[config.mk]
export PLATFORM = sky130hd
export DESIGN_NAME = beat_timing_gen
export DESIGN_NICKNAME = d
export VERILOG_FILES = /design/src/rtl/beat_timing_gen.sv
export SDC_FILE = /design/constraint.sdc
export NUM_CORES = 1
export LEC_CHECK = 0
export ABC_AREA = 1
export BUFFER_PORTS_ARGS = -buffer_cell sky130_fd_sc_hd__buf_2
export CAP_MARGIN = 40
export CORE_ASPECT_RATIO = 0.8
export CORE_UTILIZATION = 35
export CTS_CLUSTER_DIAMETER = 150
export DETAILED_ROUTE_END_ITERATION = 7
export GPL_TIMING_DRIVEN = 0
export HOLD_SLACK_MARGIN = 0.02
export SLEW_MARGIN = 5
export SYNTH_ARGS = -nofsm -noshare
export SYNTH_HDL_FRONTEND = slang
export SYNTH_SLANG_ARGS = --single-unit
export TNS_END_PERCENT = 5
[constraint.sdc]
create_clock -name clk -period 1.8 [get_ports clk]
set_input_delay 0.27 -clock clk [delete_from_list [all_inputs] [get_ports clk]]
set_output_delay 0.27 -clock clk [all_outputs]
set_load 0.01 [all_outputs]
[src/rtl/beat_timing_gen.sv]
// Machine-cycle timing generator: T1-T4 phase and W1-W3 beat strobes for the
// hardwired controller, with qd start sync, single-step and a beat counter.
module beat_timing_gen #(
    parameter int CNT_W = 16
) (
    input  logic             clk,
    input  logic             rst,
    input  logic             qd,
    input  logic             step,
    input  logic             short,
    input  logic             long,
    input  logic             stop,
    output logic             t1,
    output logic             t2,
    output logic             t3,
    output logic             t4,
    output logic             w1,
    output logic             w2,
    output logic             w3,
    output logic             running,
    output logic [CNT_W-1:0] beat_cnt
);
    typedef enum logic {S_HALT, S_RUN} state_t;
    typedef enum logic [1:0] {PH_T1, PH_T2, PH_T3, PH_T4} phase_t;
    typedef enum logic [1:0] {B_W1, B_W2, B_W3} beat_t;

    state_t           r_state;
    phase_t           r_phase;
    beat_t            r_beat;
    beat_t            r_nxt_beat;
    logic             r_q1;
    logic             r_q2;
    logic             r_q3;
    logic [CNT_W-1:0] r_cnt;
    logic [3:0]       r_t;
    logic [2:0]       r_w;
    logic             r_running;

    state_t           w_state_n;
    phase_t           w_phase_n;
    beat_t            w_beat_n;
    beat_t            w_nxt_n;
    beat_t            w_follow;
    logic             w_cnt_inc;
    logic             w_qd_rise;
    logic [3:0]       w_t_n;
    logic [2:0]       w_w_n;

    assign w_qd_rise = r_q2 & ~r_q3;

    always_comb begin
        w_state_n = r_state;
        w_phase_n = r_phase;
        w_beat_n  = r_beat;
        w_nxt_n   = r_nxt_beat;
        w_cnt_inc = 1'b0;
        w_follow  = B_W1;
        w_t_n     = 4'b0000;
        w_w_n     = 3'b000;

        unique case (r_beat)
            B_W1:    w_follow = short ? B_W1 : B_W2;
            B_W2:    w_follow = long ? B_W3 : B_W1;
            default: w_follow = B_W1;
        endcase

        unique case (r_state)
            S_HALT: begin
                if (w_qd_rise) begin
                    w_state_n = S_RUN;
                    w_phase_n = PH_T1;
                    w_beat_n  = r_nxt_beat;
                end
            end
            default: begin
                if (r_phase != PH_T4) begin
                    w_phase_n = phase_t'(r_phase + 2'd1);
                end else begin
                    w_cnt_inc = 1'b1;
                    w_phase_n = PH_T1;
                    if (stop | step) begin
                        w_state_n = S_HALT;
                        w_nxt_n   = w_follow;
                    end else begin
                        w_beat_n  = w_follow;
                    end
                end
            end
        endcase

        // Strobes are registered from next-state so they toggle on clean edges
        if (w_state_n == S_RUN) begin
            w_t_n = 4'b0001 << w_phase_n;
            w_w_n = 3'b001 << w_beat_n;
        end
    end

    always_ff @(posedge clk) begin
        if (rst) begin
            r_state    <= S_HALT;
            r_phase    <= PH_T1;
            r_beat     <= B_W1;
            r_nxt_beat <= B_W1;
            r_q1       <= 1'b0;
            r_q2       <= 1'b0;
            r_q3       <= 1'b0;
            r_cnt      <= '0;
            r_t        <= 4'b0000;
            r_w        <= 3'b000;
            r_running  <= 1'b0;
        end else begin
            r_state    <= w_state_n;
            r_phase    <= w_phase_n;
            r_beat     <= w_beat_n;
            r_nxt_beat <= w_nxt_n;
            r_q1       <= qd;
            r_q2       <= r_q1;
            r_q3       <= r_q2;
            if (w_cnt_inc) begin
                r_cnt <= r_cnt + {{(CNT_W-1){1'b0}}, 1'b1};
            end
            r_t        <= w_t_n;
            r_w        <= w_w_n;
            r_running  <= (w_state_n == S_RUN);
        end
    end

    assign {t4, t3, t2, t1} = r_t;
    assign {w3, w2, w1}     = r_w;
    assign running          = r_running;
    assign beat_cnt         = r_cnt;
endmodule

==> results by group <==
Logic synthesis
  – Adder-cell area share of the yosys netlist: 0.0172
  – Post-synth EDFFs: 0
  – Simple-Gate Fraction of Synth Area: 0.346
  – Syn_nets: 218
  – Compound-Gate Fraction of Synth Area: 0.0712
  – Synth Cell Area: 1460 um2
  – Post-Synthesis Cells: 209
  – Synth unique cells: 25
  – Synth area leaders: dfxtp_1 (45%), nand2_1 (12%), nor2_1 (11%), inv_1 (8.7%), a21oi_1 (3.4%)
  – Synth Register Bits: 33
  – Leading register cell type out of synthesis: dfxtp_1
  – Syn Area/Cell: 6.98 um2
  – Largest family of logic cells by synthesized area: simple AND/OR/NAND/NOR gates
  – Synth Warn #: 0
  – Synth area leader: dfxtp_1
  – Area share of the leading cell type in the synthesized netlist: 0.453
  – Asr flop ratio synth: 0
  – Mux share of post-synthesis cell area: 0
  – Register area share after synthesis: 0.453
  – Xor and xnor area share after synthesis: 0

Clocking
  – CTS tree: done
  – CTS max path bufs: 2
  – Hold_buf cts: 0
  – Setup bufs post-CTS: 0
  – CTS clk-pin slew, worst paths: 0.06 ns
  – CTS buffer count: 5
  – PostCTS Resize Cnt: 0
  – CTS root buffer: clkbuf_8
  – H-tree levels: 2
  – Clock Sinks: 33
  – Worst skew pair latency: 0.28 ns

Global routing
  – Global-route wire length before repair: 5000 um
  – Largest net degree at the start of global routing: 11
  – Initial antenna violation count: 0
  – GRT Overall Usage: 0.155
  – GRT overflow: 0
  – Number of global-route vias before repair: 1173

Power
  – Cell Pwr Density: 764 nW/um2
  – Power Internal: 0.00105 W
  – Leakage power total: 0.832 nW
  – Comb power frac: 0.056
  – Switch Pwr: 0.000298 W
  – Sequential power share: 0.557
  – Worst IR drop on VDD: 0.346 mV
  – Sw Share: 0.222
  – Total power: 0.00134 W
  – Clock share of power: 0.387

Critical path
  – Max Fanout on Critical Path: 5
  – FF-to-FF path depth: 8
  – CP startpoint: r_phase[0]$_SDFF_PP0_
  – Worst setup endpoint: r_t[0]$_SDFF_PP0_
  – Worst reg2reg setup slack: 0.31 ns
  – Worst r2r src: r_phase[0]$_SDFF_PP0_
  – CP Data Required Time: 1.96 ns
  – R2r endpoint: r_t[0]$_SDFF_PP0_
  – Critical Path Start Type: flop
  – Critical Path Sink Type: flop
  – Setup CP Type: flop to flop
  – Arr. time, crit path: 1.64 ns

Final layout
  – Layout area overhead: 20.5%
  – Commonest non-fill, non-tap cells in the layout: nand2_1 (47), nor2_1 (42), inv_1 (34), dfxtp_1 (33), buf_2 (30)
  – Layout Nets: 255
  – Fill count: 427
  – Commonest non-fill, non-tap cell in the layout: nand2_1
  – Layout cell share with drive strength beyond 1: 0.194
  – # diodes: 0

Run
  – Max-cap check violation count: 0

Placed design
  – Routability congestion estimate: 0.758
  – DPL Wire Length: 2250 um
  – PortBufs: 30

Drt
  – 1st-iter DRT viols: 85
  – Routed via count: 1296
  – Drt first pass iters: 4
  – DR DRC count: 0
  – WL/cell: 9.81 um
  – Vias per std cell: 4.29
  – Antenna-violating nets left: 0
  – Total wire length: 2960 um

Timing
  – Relative slew slack: 0.692
  – Final slew viol count: 0
  – Worst Max-Slew Pin Slew: 0.463 ns
  – Post-layout min period: 1.49 ns
  – Final TNS setup: 0 ns
  – Max Fclk: 0.673 GHz
  – Unrepaired setup endpoints after global routing: no
  – Post-route clock period utilization: 0.826
  – Final clock skew: 0.00823 ns
  – Hold Vio Cnt, Final: 0
  – Final setup viols: 0

Floorplanning
  – Die Span Y: 59.7 um
  – Die X: 74.2 um
  – Rows: 20
  – I/O Pins: 31
  – Initial Util: 0.374
  – Core Region: 3900 um2
  – Die area: 4430 um2

Worst hold path
  – Worst Hold Class: primary input to flop
  – Hold depth: 3

Status
  – Status: finished, final reports clean
-- per-layer routing --
layer  routed length, um  vias to the layer above  part of all wire  global-route usage
met2                1160                       23              0.39               0.219
li1                    -                      716                 -                   -
met3                 130                        2             0.044              0.0607
met4                  24                        0            0.0081              0.0577
met1                1650                      555              0.56               0.211
met5                   0                        -                 0                   0
-- kinds of logic after synthesis --
logic type	count (synthesis)
AND/OR/NAND/NOR	116
buffers and inverters	39
adder cells (fa/ha/maj)	2
flip-flops	33
AO/OA/AOI/OAI	19
-- cell usage after synthesis, types with 3 or more instances --
cell,count
nand2_1,47
a21oi_1,10
nor2_2,3
nand4_1,6
dfxtp_1,33
inv_1,34
nand3_1,8
o21ai_0,5
nor2_1,42
-- final cells by class --
| type | count | area, um2 | area share |
|---|---|---|---|
| Timing Repair Buffer | 30 | 150 | 0.0854 |
| Buffer | 3 | 28.8 | 0.0164 |
| Tap cell | 55 | 68.8 | 0.0391 |
| Clock buffer | 8 | 80.1 | 0.0456 |
| Inverter | 36 | 135 | 0.0769 |
| Sequential cell | 33 | 661 | 0.376 |
| Multi-Input combinational cell | 137 | 634 | 0.361 |
-- sequential cells by signal (all words and copies together), names as in the netlist --
name,cells
beat_cnt,16
r_q1,1
r_q2,1
r_nxt_beat,2
r_beat,2
r_t,4
r_w,3
r_phase,2
r_q3,1
running,1
-- worst min-delay path by stage --
stage,start,end
finish,qd,r_q1$_SDFF_PP0_
global route,qd,r_q1$_SDFF_PP0_
CTS,qd,r_q1$_SDFF_PP0_
detailed placement,r_q1$_SDFF_PP0_,r_q2$_SDFF_PP0_
global placement,r_q1$_SDFF_PP0_,r_q2$_SDFF_PP0_
floorplan,qd,r_q1$_SDFF_PP0_
-- critical path, cell delays in order, from the launching register on --
cell	delay, ns
dfxtp_1	0.34
ha_1	0.29
nand2_2	0.11
inv_2	0.09
nand2_1	0.11
and3_1	0.18
buf_6	0.13
nand2_1	0.08
nor2_1	0.04
-- through the flow --
| stage | worst slack [ns] | instances | hold slack, ns | utilization | cell area (um2) |
|---|---|---|---|---|---|
| floorplan | 0.528 | 209 | 0.377 | - | 1460 |
| global placement | 0.315 | 294 | 0.391 | 0.430 | 1680 |
| detailed placement | 0.309 | 294 | 0.394 | 0.430 | 1680 |
| CTS | 0.306 | 302 | 0.186 | 0.450 | 1760 |
| global route | 0.129 | 302 | 0.197 | 0.450 | 1760 |
| finish | 0.313 | 302 | 0.198 | 0.450 | 1760 |
-- power groups by stage --
stage | registers, W | clock network (W) | logic [W]
final | 0.000748 | 0.000520 | 0.0000750
after global routing | 0.000749 | 0.000581 | 0.0000874
after CTS | 0.000748 | 0.000550 | 0.0000759
after detailed placement | 0.000764 | 0 | 0.0000754
after global placement | 0.000764 | 0 | 0.0000759
after floorplan | 0.000766 | 0 | 0.0000506
Note: power is estimated with default switching activity, not from simulation.
